### src/rtl/aes_stream_sequencer.sv
// -----------------------------------------------------------------------------
// aes_stream_sequencer
//
// Purpose:
//   Streaming front-end for the AES-256 register driver. It accepts a 256-bit
//   key (8 words) and 128-bit plaintext blocks (4 words) on 32-bit valid/ready
//   streams. It writes them into the driver's register map and issues a
//   one-cycle start pulse. It waits for a rising edge of the driver's done flag,
//   then reads the four ciphertext words back out as a 32-bit valid/ready stream.
//
// Handshake semantics (all three streams):
//   A word transfers on a rising clk edge where valid && ready are both high.
//   The source may raise valid at any time, and must hold data stable while
//   valid && !ready. This block never drops ct_valid without a transfer, except
//   on reset.
//
// Ports:
//   clk, reset         clock; synchronous active-high reset
//   key_data/valid/ready   key words, MSW (key[255:224]) first
//   pt_data/valid/ready    plaintext words, MSW first
//   ct_data/valid/ready    ciphertext words, MSW first (registered)
//   drv_data_in, drv_write_addr, drv_write_en
//                          driver register writes (addr 0-7 key, 8-11 plaintext)
//   drv_start_cmd          one-cycle start pulse to the driver
//   drv_done_flag          driver done level (completion is its rising edge)
//   drv_data_out           driver read data, combinational on drv_read_addr
//   drv_read_addr          driver ciphertext word select
//   key_loaded             a full key has been written since reset
//   timeout_err            sticky WAIT timeout flag, cleared only by reset
//   blk_count              blocks delivered (only with AES_SEQ_BLKCNT_EN)
//   dbg_state              current FSM state, for debug/checkers
//
// Configuration:
//   Define AES_SEQ_BLKCNT_EN to add the 32-bit blk_count output. The counter
//   wraps, and a block that times out does not increment it.
// -----------------------------------------------------------------------------
module aes_stream_sequencer #(
  parameter int TIMEOUT_CYCLES = 1024
) (
  input  logic        clk,
  input  logic        reset,
  input  logic [31:0] key_data,
  input  logic        key_valid,
  output logic        key_ready,
  input  logic [31:0] pt_data,
  input  logic        pt_valid,
  output logic        pt_ready,
  output logic [31:0] ct_data,
  output logic        ct_valid,
  input  logic        ct_ready,
  output logic [31:0] drv_data_in,
  output logic [3:0]  drv_write_addr,
  output logic        drv_write_en,
  output logic        drv_start_cmd,
  input  logic        drv_done_flag,
  input  logic [31:0] drv_data_out,
  output logic [1:0]  drv_read_addr,
  output logic        key_loaded,
  output logic        timeout_err,
`ifdef AES_SEQ_BLKCNT_EN
  output logic [31:0] blk_count,
`endif
  output logic [2:0]  dbg_state
);

  localparam int TW = $clog2(TIMEOUT_CYCLES + 1);
  localparam logic [TW-1:0] TIMEOUT_VAL = TW'(TIMEOUT_CYCLES);

  localparam logic [2:0] S_IDLE  = 3'd0;
  localparam logic [2:0] S_KEY   = 3'd1;
  localparam logic [2:0] S_PT    = 3'd2;
  localparam logic [2:0] S_START = 3'd3;
  localparam logic [2:0] S_WAIT  = 3'd4;
  localparam logic [2:0] S_READ  = 3'd5;
  localparam logic [2:0] S_OUT   = 3'd6;

  logic [2:0]    r_state;
  logic [2:0]    r_cnt;        // word index inside a key (0-7) or block (0-3)
  logic          r_key_loaded;
  logic          r_timeout_err;
  logic          r_done_prev;
  logic [TW-1:0] r_timer;
  logic [1:0]    r_rd_addr;
  logic [31:0]   r_ct_data;
  logic          r_ct_valid;
`ifdef AES_SEQ_BLKCNT_EN
  logic [31:0]   r_blk_count;
`endif

  logic          w_key_hs;
  logic          w_pt_hs;
  logic          w_done_rise;
  logic [TW-1:0] w_timer_next;

  // Both ready outputs are forced low while reset is asserted, so that every
  // output reads 0 during reset and no write can slip through.
  // In IDLE a pending key word wins, so pt_ready stays low while key_valid is high.
  assign key_ready = !reset && ((r_state == S_IDLE) || (r_state == S_KEY));
  assign pt_ready  = !reset && (((r_state == S_IDLE) && r_key_loaded && !key_valid) ||
                                (r_state == S_PT));

  assign w_key_hs = key_valid && key_ready;
  assign w_pt_hs  = pt_valid && pt_ready;

  // The driver is written in the same cycle as the stream handshake. r_cnt
  // is 0 whenever the FSM sits in IDLE, so the first word lands at 0 or 8.
  assign drv_write_en   = w_key_hs || w_pt_hs;
  assign drv_write_addr = w_key_hs ? {1'b0, r_cnt} :
                          w_pt_hs  ? {2'b10, r_cnt[1:0]} : 4'd0;
  assign drv_data_in    = w_key_hs ? key_data :
                          w_pt_hs  ? pt_data  : 32'd0;

  assign drv_start_cmd = !reset && (r_state == S_START);
  assign drv_read_addr = r_rd_addr;

  // A done level that is still high from the previous block is not a
  // completion; only a fresh 0->1 transition counts.
  assign w_done_rise  = drv_done_flag && !r_done_prev;
  assign w_timer_next = r_timer + TW'(1);

  assign ct_data     = r_ct_data;
  assign ct_valid    = r_ct_valid;
  assign key_loaded  = r_key_loaded;
  assign timeout_err = r_timeout_err;
  assign dbg_state   = r_state;
`ifdef AES_SEQ_BLKCNT_EN
  assign blk_count   = r_blk_count;
`endif

  always_ff @(posedge clk) begin
    if (reset) begin
      r_state       <= S_IDLE;
      r_cnt         <= 3'd0;
      r_key_loaded  <= 1'b0;
      r_timeout_err <= 1'b0;
      r_done_prev   <= 1'b0;
      r_timer       <= '0;
      r_rd_addr     <= 2'd0;
      r_ct_data     <= 32'd0;
      r_ct_valid    <= 1'b0;
`ifdef AES_SEQ_BLKCNT_EN
      r_blk_count   <= 32'd0;
`endif
    end else begin
      case (r_state)
        S_IDLE: begin
          if (w_key_hs) begin
            r_cnt   <= 3'd1;
            r_state <= S_KEY;
          end else if (w_pt_hs) begin
            r_cnt   <= 3'd1;
            r_state <= S_PT;
          end
        end

        S_KEY: begin
          if (w_key_hs) begin
            if (r_cnt == 3'd7) begin
              r_cnt        <= 3'd0;
              r_key_loaded <= 1'b1;
              r_state      <= S_IDLE;
            end else begin
              r_cnt <= r_cnt + 3'd1;
            end
          end
        end

        S_PT: begin
          if (w_pt_hs) begin
            if (r_cnt == 3'd3) begin
              r_cnt   <= 3'd0;
              r_state <= S_START;
            end else begin
              r_cnt <= r_cnt + 3'd1;
            end
          end
        end

        S_START: begin
          r_done_prev <= drv_done_flag;
          r_timer     <= '0;
          r_state     <= S_WAIT;
        end

        S_WAIT: begin
          r_done_prev <= drv_done_flag;
          if (w_done_rise) begin
            r_rd_addr <= 2'd0;
            r_state   <= S_READ;
          end else if (w_timer_next == TIMEOUT_VAL) begin
            r_timeout_err <= 1'b1;
            r_state       <= S_IDLE;
          end else begin
            r_timer <= w_timer_next;
          end
        end

        S_READ: begin
          r_ct_data  <= drv_data_out;
          r_ct_valid <= 1'b1;
          r_state    <= S_OUT;
        end

        S_OUT: begin
          // ct_valid is only ever high here, so ct_ready alone marks the transfer.
          // Dropping valid for the READ bubble prevents a word from being taken twice.
          if (ct_ready) begin
            r_ct_valid <= 1'b0;
            if (r_rd_addr == 2'd3) begin
              r_rd_addr <= 2'd0;
              r_state   <= S_IDLE;
`ifdef AES_SEQ_BLKCNT_EN
              r_blk_count <= r_blk_count + 32'd1;
`endif
            end else begin
              r_rd_addr <= r_rd_addr + 2'd1;
              r_state   <= S_READ;
            end
          end
        end

        default: r_state <= S_IDLE;
      endcase
    end
  end

endmodule

### config.mk
export PLATFORM = sky130hd
export DESIGN_NAME = aes_stream_sequencer
export DESIGN_NICKNAME = d
export VERILOG_FILES = /design/src/rtl/aes_stream_sequencer.sv
export SDC_FILE = /design/constraint.sdc
export NUM_CORES = 1
export LEC_CHECK = 0
export BUFFER_PORTS_ARGS = -buffer_cell sky130_fd_sc_hd__buf_2
export CORE_UTILIZATION = 46
export DETAILED_ROUTE_END_ITERATION = 8
export PLACE_DENSITY = 0.85
export SYNTH_ARGS = -nofsm -noshare
export SYNTH_HDL_FRONTEND = slang
export SYNTH_SLANG_ARGS = --single-unit
### constraint.sdc
create_clock -name clk -period 3.31 [get_ports clk]
set_clock_uncertainty 0.05 [all_clocks]
set_input_delay 0.662 -clock clk [delete_from_list [all_inputs] [get_ports clk]]
set_output_delay 0.662 -clock clk [all_outputs]
set_load 0.005 [all_outputs]
==> out/summary.txt, run 1 <==
fmax: 0.3372 GHz
post-DR vias/cell: 5.405
# port buffers: 181
Total GRT Usage: 0.2644
YS warnings: 0
synthesized cell area: 2893 sq um
clock sink total: 55
Setup TNS: 0 ns
routed wire length: 8925 um
syn_area_per_cell: 7.653 sq um
Die Area: 6610 sq um
hpwl dp: 6922 um
TritonCTS clock tree: done
area growth from synthesis to layout: 37.07%
first-pass GRT wire length: 13640 um
Remaining DRCs: 0
HP Class: flop to flop
initial antenna violation count: 3
WL/cell: 14.23 um
max-slew violation count: 0
CTS max path bufs: 2
Worst R2R Path Depth: 7
gpl congestion: 0.9346
Tightest Pin Transition: 0.5811 ns
Worst Setup End Kind: output pin
site row count: 28
worst r2r dst: r_timer[4]$_SDFFE_PP0P_
post-cts sizing count: 0
H-Tree Depth: 2
ANT nets after route: 0
Pwr Density: 324.4 nW/um^2
reg-to-reg slack, setup: 1.08 ns
Slew Limit Headroom: 0.6118
max_cap viols: 0
# hold bufs at CTS: 0
critical-path maximum fanout: 23
met1 usage: 0.3192
run status: completed
worst min-delay path endpoint: ct_data[2]$_SDFFE_PP0P_
CTS Buf Count: 5
sequential fraction of the synthesis area: 0.3806
Setup Buffers After CTS: 0
Max VDD drop: 0.0001901 V
# IOs: 182
drt first pass iters: 4
Initial Util: 0.4829
Non-Filler Instances: 627
CP max stage delay: 0.44 ns
reg2reg start: r_timer[0]$_SDFFE_PP0P_
DRT iter0 DRCs: 142
Netlist cell types: 52
Die Wd: 81.30 um
clock root cell: clkbuf_8
critical path cell sequence: nor3_1 > a21boi_1 > and2_1 > buf_4 > a22o_1 > buf_2
post-layout min period: 2.966 ns
nets@finish: 656
hold path start: ct_data[2]$_SDFFE_PP0P_
dpl cells: 616
Period Utilization, post-route: 0.8960
gr busiest metal: met2
Via Count: 3389
met2 Use GR: 0.4517
static leakage: 1.902 nW
number of global-route vias before repair: 2960
register bit total from synthesis: 55
hold depth: 2
share of cells above drive strength 1: 0.3843
number of synthesized flops with an enable pin: 0
largest net degree at the start of global routing: 50
CTS clk-pin slew, worst paths: 0.10 ns
CP Launch Type: flop
Synth Flop Type: dfxtp_1
Final Hold Viols: 0
Mapped Cells: 378
Data required, critical path: 2.60 ns
total congestion overflow: 0
CP arrival: 2.25 ns
core area: 5991 sq um
Syn Nets: 486
Async SR Flop Fraction: 0
worst skew pair latency: 0.30 ns
unrepaired setup endpoints after global routing: no
critical path type: flop to output pin
Global Route met3 Usage: 0.04719
slowest stage cell, crit path: dfxtp_1
Final setup viols: 0
Die H: 81.30 um
[power breakdown]
group	switching, W	leakage [nW]	total [W]	internal (W)
registers	0.00000733	0.443	0.000674	0.000666
logic	0.000112	1.41	0.000222	0.000110
clock network	0.000219	0.0474	0.000391	0.000171
[area by class of cell]
class / count / area [sq um]
antenna: 3 / 7.507
clock buffer: 6 / 82.58
clock inverter: 2 / 16.27
fill: 521 / 2026
inverter: 10 / 37.54
multi-input combinational: 286 / 1653
sequential: 55 / 1101
tap: 75 / 93.84
timing repair buffer: 190 / 973.4
[how the worst max path moves through the flow]
stage,from,end,slack (ns)
after global routing,dbg_state[0]$_SDFFE_PP0P_,drv_data_in[19],0.12
after CTS,dbg_state[0]$_SDFFE_PP0P_,drv_data_in[19],0.34
after global placement,reset,drv_data_in[11],0.53
after detailed placement,reset,drv_data_in[19],0.43
after floorplan,reset,drv_data_in[10],0.56
final,dbg_state[0]$_SDFFE_PP0P_,drv_data_in[19],0.34
[cell usage after synthesis, types with 3 or more instances]
library cell  count  area share
nand4_1           4      0.0086
nand3_1           8       0.014
o21ai_1           5      0.0086
clkbuf_1         20       0.026
ha_1              6       0.026
nor2_1           21       0.027
nand2_1          87        0.11
a22o_1           32       0.097
buf_2             5      0.0086
inv_1             8       0.010
and3_1            3      0.0065
dfxtp_1          55        0.38
and2_1            3      0.0065
nor2b_1           4      0.0086
nor4_1            3      0.0065
o21ai_0          10       0.017
nor3_1            8       0.014
a21oi_1          49       0.085
nand2b_1          5       0.011
[sequential cells by signal, summed over array words and instances, names as in the netlist]
register / flops
r_timer: 11
drv_read_addr: 2
timeout_err: 1
dbg_state: 3
key_loaded: 1
r_done_prev: 1
r_cnt: 3
ct_data: 32
ct_valid: 1
[worst max-delay path, delay by kind of cell (launching register included)]
kind	cells	cell delay, ns
compound gates	2	0.39
flops	1	0.44
simple gates	2	0.67
buf+inv	2	0.44
[per-layer routing]
layer,vias to the layer above,share of wire
li1,1689,-
met1,1563,0.40
met2,123,0.52
met3,14,0.057
met4,0,0.024
met5,-,0
[kinds of logic (layout without fill, tap and decap cells)]
logic type,Yosys count,in the layout,share of synthesized area
AOI/OAI and AO/OA,120,120,0.2816
adders and majority gates,6,6,0.02595
buffers and inverters,37,208,0.05147
DFF,55,55,0.3806
muxes,2,2,0.006921
other,0,3,0
and+or+nand+nor,158,158,0.2535
[placed cells by master (no fill, tap or decap), drive strengths merged, types with 3 or more instances in the layout]
cell	n
nand3	8
dfxtp	55
nor4	3
a21oi	51
a211oi	3
nand4	5
clkbuf	6
diode	3
and3	3
a22o	32
nand2	88
nand2b	5
nor3	9
buf	190
nor2b	4
ha	6
o21ai	15
nor2	22
inv	10
and2	3
[through the flow]
stage	area (sq um)	hold WS, ns	utilization	total power [W]	worst slack, ns
finish	3965	0.4068	0.6619	0.001286	0.3442
global route	3965	0.4239	0.6619	0.001342	0.1173
CTS	3958	0.4072	0.6606	0.001296	0.3440
detailed placement	3859	0.3930	0.6441	0.0009088	0.4294
global placement	3859	0.3888	0.6441	0.0009046	0.5280
floorplan	2893	0.3939	-	0.0007927	0.5563
(Power assumes the default switching activity.)
==> run 2, diff against run 1 <==
--- a/config.mk
+++ b/config.mk
@@ -9,6 +9,7 @@
 export CORE_UTILIZATION = 46
 export DETAILED_ROUTE_END_ITERATION = 8
 export PLACE_DENSITY = 0.85
+export RECOVER_POWER = 25
 export SYNTH_ARGS = -nofsm -noshare
 export SYNTH_HDL_FRONTEND = slang
 export SYNTH_SLANG_ARGS = --single-unit
==> out/summary.txt, run 2 (synthesized netlist as in run 1, its figures left out) <==
# IOs: 182 (unchanged)
HP Class: flop to flop
Final setup viols: 0 (unchanged)
critical path type: flop to output pin
Max VDD drop: 0.0001906 V (+0.25%)
area growth from synthesis to layout: 35.86%
Initial Util: 0.4829 (unchanged)
Setup TNS: 0 ns (unchanged)
site row count: 28 (unchanged)
worst slack, placed: 0.4294 ns (unchanged)
routed wire length: 8925 um (unchanged)
CTS max path bufs: 2 (unchanged)
worst r2r dst: r_timer[5]$_SDFFE_PP0P_
reg2reg start: dbg_state[2]$_SDFFE_PP0P_
max-slew violation count: 0 (unchanged)
Data required, critical path: 2.60 ns (about the same)
Largest register FFs: 32 (unchanged)
Tightest Pin Transition: 0.6008 ns (+0.01974 ns)
gpl congestion: 0.9346 (unchanged)
CTS clk-pin slew, worst paths: 0.10 ns (about the same)
critical-path maximum fanout: 23 (unchanged)
Setup Buffers After CTS: 0 (unchanged)
CTS Buf Count: 5 (unchanged)
# hold bufs at CTS: 0 (unchanged)
# port buffers: 181 (unchanged)
Worst Setup End Kind: output pin
fmax: 0.3363 GHz (-0.26%)
CP Launch Type: flop
post-layout min period: 2.973 ns (+0.007632 ns)
nets@finish: 656 (unchanged)
post-cts sizing count: 0 (unchanged)
Remaining DRCs: 0 (unchanged)
unrepaired setup endpoints after global routing: no
drt first pass iters: 4 (unchanged)
core area: 5991 sq um (unchanged)
WL/cell: 14.23 um (unchanged)
clock root cell: clkbuf_8
number of global-route vias before repair: 2960 (unchanged)
hpwl dp: 6922 um (unchanged)
Worst Setup SP: dbg_state[0]$_SDFFE_PP0P_
final setup margin: 0.3365 ns (-0.007632 ns)
Die Area: 6610 sq um (unchanged)
max_cap viols: 0 (unchanged)
static leakage: 1.787 nW (-6.0%)
DRT iter0 DRCs: 147 (+3.5%)
worst skew pair latency: 0.30 ns (about the same)
Slew Limit Headroom: 0.5994 (-0.01236)
total congestion overflow: 0 (unchanged)
Final Hold Viols: 0 (unchanged)
reg-to-reg slack, setup: 0.83 ns (-0.25 ns)
TritonCTS clock tree: done
crit path capture: drv_data_in[19]
clock sink total: 55 (unchanged)
commonest cells after routing, fill and taps aside: 156 x buf_2, 87 x nand2_1, 55 x dfxtp_1, 49 x a21oi_1, 32 x a22o_1
post-DR vias/cell: 5.455 (+0.91%)
Power Total: 0.001287 W (about the same)
run status: completed
H-Tree Depth: 2 (unchanged)
Via Count: 3420 (+0.91%)
Worst R2R Path Depth: 7 (unchanged)
initial antenna violation count: 3 (unchanged)
largest net degree at the start of global routing: 50 (unchanged)
Period Utilization, post-route: 0.8983 (+0.002306)
first-pass GRT wire length: 13640 um (unchanged)
ANT nets after route: 0 (unchanged)
Total GRT Usage: 0.2644 (unchanged)
share of cells above drive strength 1: 0.3370 (-0.04736)
Pwr Density: 327.5 nW/um^2 (+0.95%)
CP arrival: 2.26 ns (about the same)
commonest non-fill, non-tap cell in the layout: buf_2
Die Wd: 81.30 um (unchanged)
Die H: 81.30 um (unchanged)
## run 2: cell types whose count changed in the layout (fill, tap and decap cells not counted), sizes merged
cell	previous run	this run
clkbuf	6	32
buf	190	164
## run 2: worst min-delay path by stage
stage                             start                  endpoint  slack [ns]  cells after the start
6_report        ct_data[2]$_SDFFE_PP0P_   ct_data[2]$_SDFFE_PP0P_        0.41                      2
3_3_place_gp   ct_data[30]$_SDFFE_PP0P_  ct_data[30]$_SDFFE_PP0P_        0.39                      2
5_1_grt        ct_data[27]$_SDFFE_PP0P_  ct_data[27]$_SDFFE_PP0P_        0.43                      2
4_1_cts        ct_data[30]$_SDFFE_PP0P_  ct_data[30]$_SDFFE_PP0P_        0.41                      2
2_1_floorplan  r_done_prev$_SDFFE_PP0P_  r_done_prev$_SDFFE_PP0P_        0.39                      2
3_5_place_dp   ct_data[30]$_SDFFE_PP0P_  ct_data[30]$_SDFFE_PP0P_        0.39                      2
## run 2: metrics by stage
step	hold slack (ns)	utilization	cell area, sq um	cells
after CTS	0.4072	0.6606	3958	624
after detailed placement	0.3930	0.6441	3859	616
after global routing	0.4266	0.6560	3930	627
final	0.4098	0.6560	3930	627
after global placement	0.3888	0.6441	3859	616
after floorplan	0.3939	-	2893	378
## run 2: layer usage
| metal | vias to the layer above | global-route usage | wire length [um] |
|---|---|---|---|
| met5 | - | 0 | 0 |
| met1 | 1589 | 0.3192 | 3685 |
| met3 | 14 | 0.04719 | 459 |
| li1 | 1695 | - | - |
| met2 | 122 | 0.4517 | 4562 |
| met4 | 0 | 0.1214 | 218 |
## run 2: where the power goes
group	total [W]	internal, W	switching [W]
Combinational	0.000222	0.000110	0.000112
Sequential	0.000674	0.000666	0.00000725
Clock	0.000392	0.000171	0.000220
Total	0.00129	0.000948	0.000339
## run 2: area by class of cell
class	count	area [sq um]
clock buffer	6	82.58
tap	75	93.84
multi-input combinational	286	1653
sequential	55	1101
clock inverter	2	16.27
inverter	10	37.54
timing repair buffer	190	938.4
antenna	3	7.507
fill	536	2061
## run 2: worst max-delay path, cell delays in order (launching register included)
cell      delay, ns
dfxtp_1        0.44
nor3_1         0.28
a21boi_1       0.21
and2_1         0.40
buf_4          0.33
a22o_1         0.18
buf_2          0.11
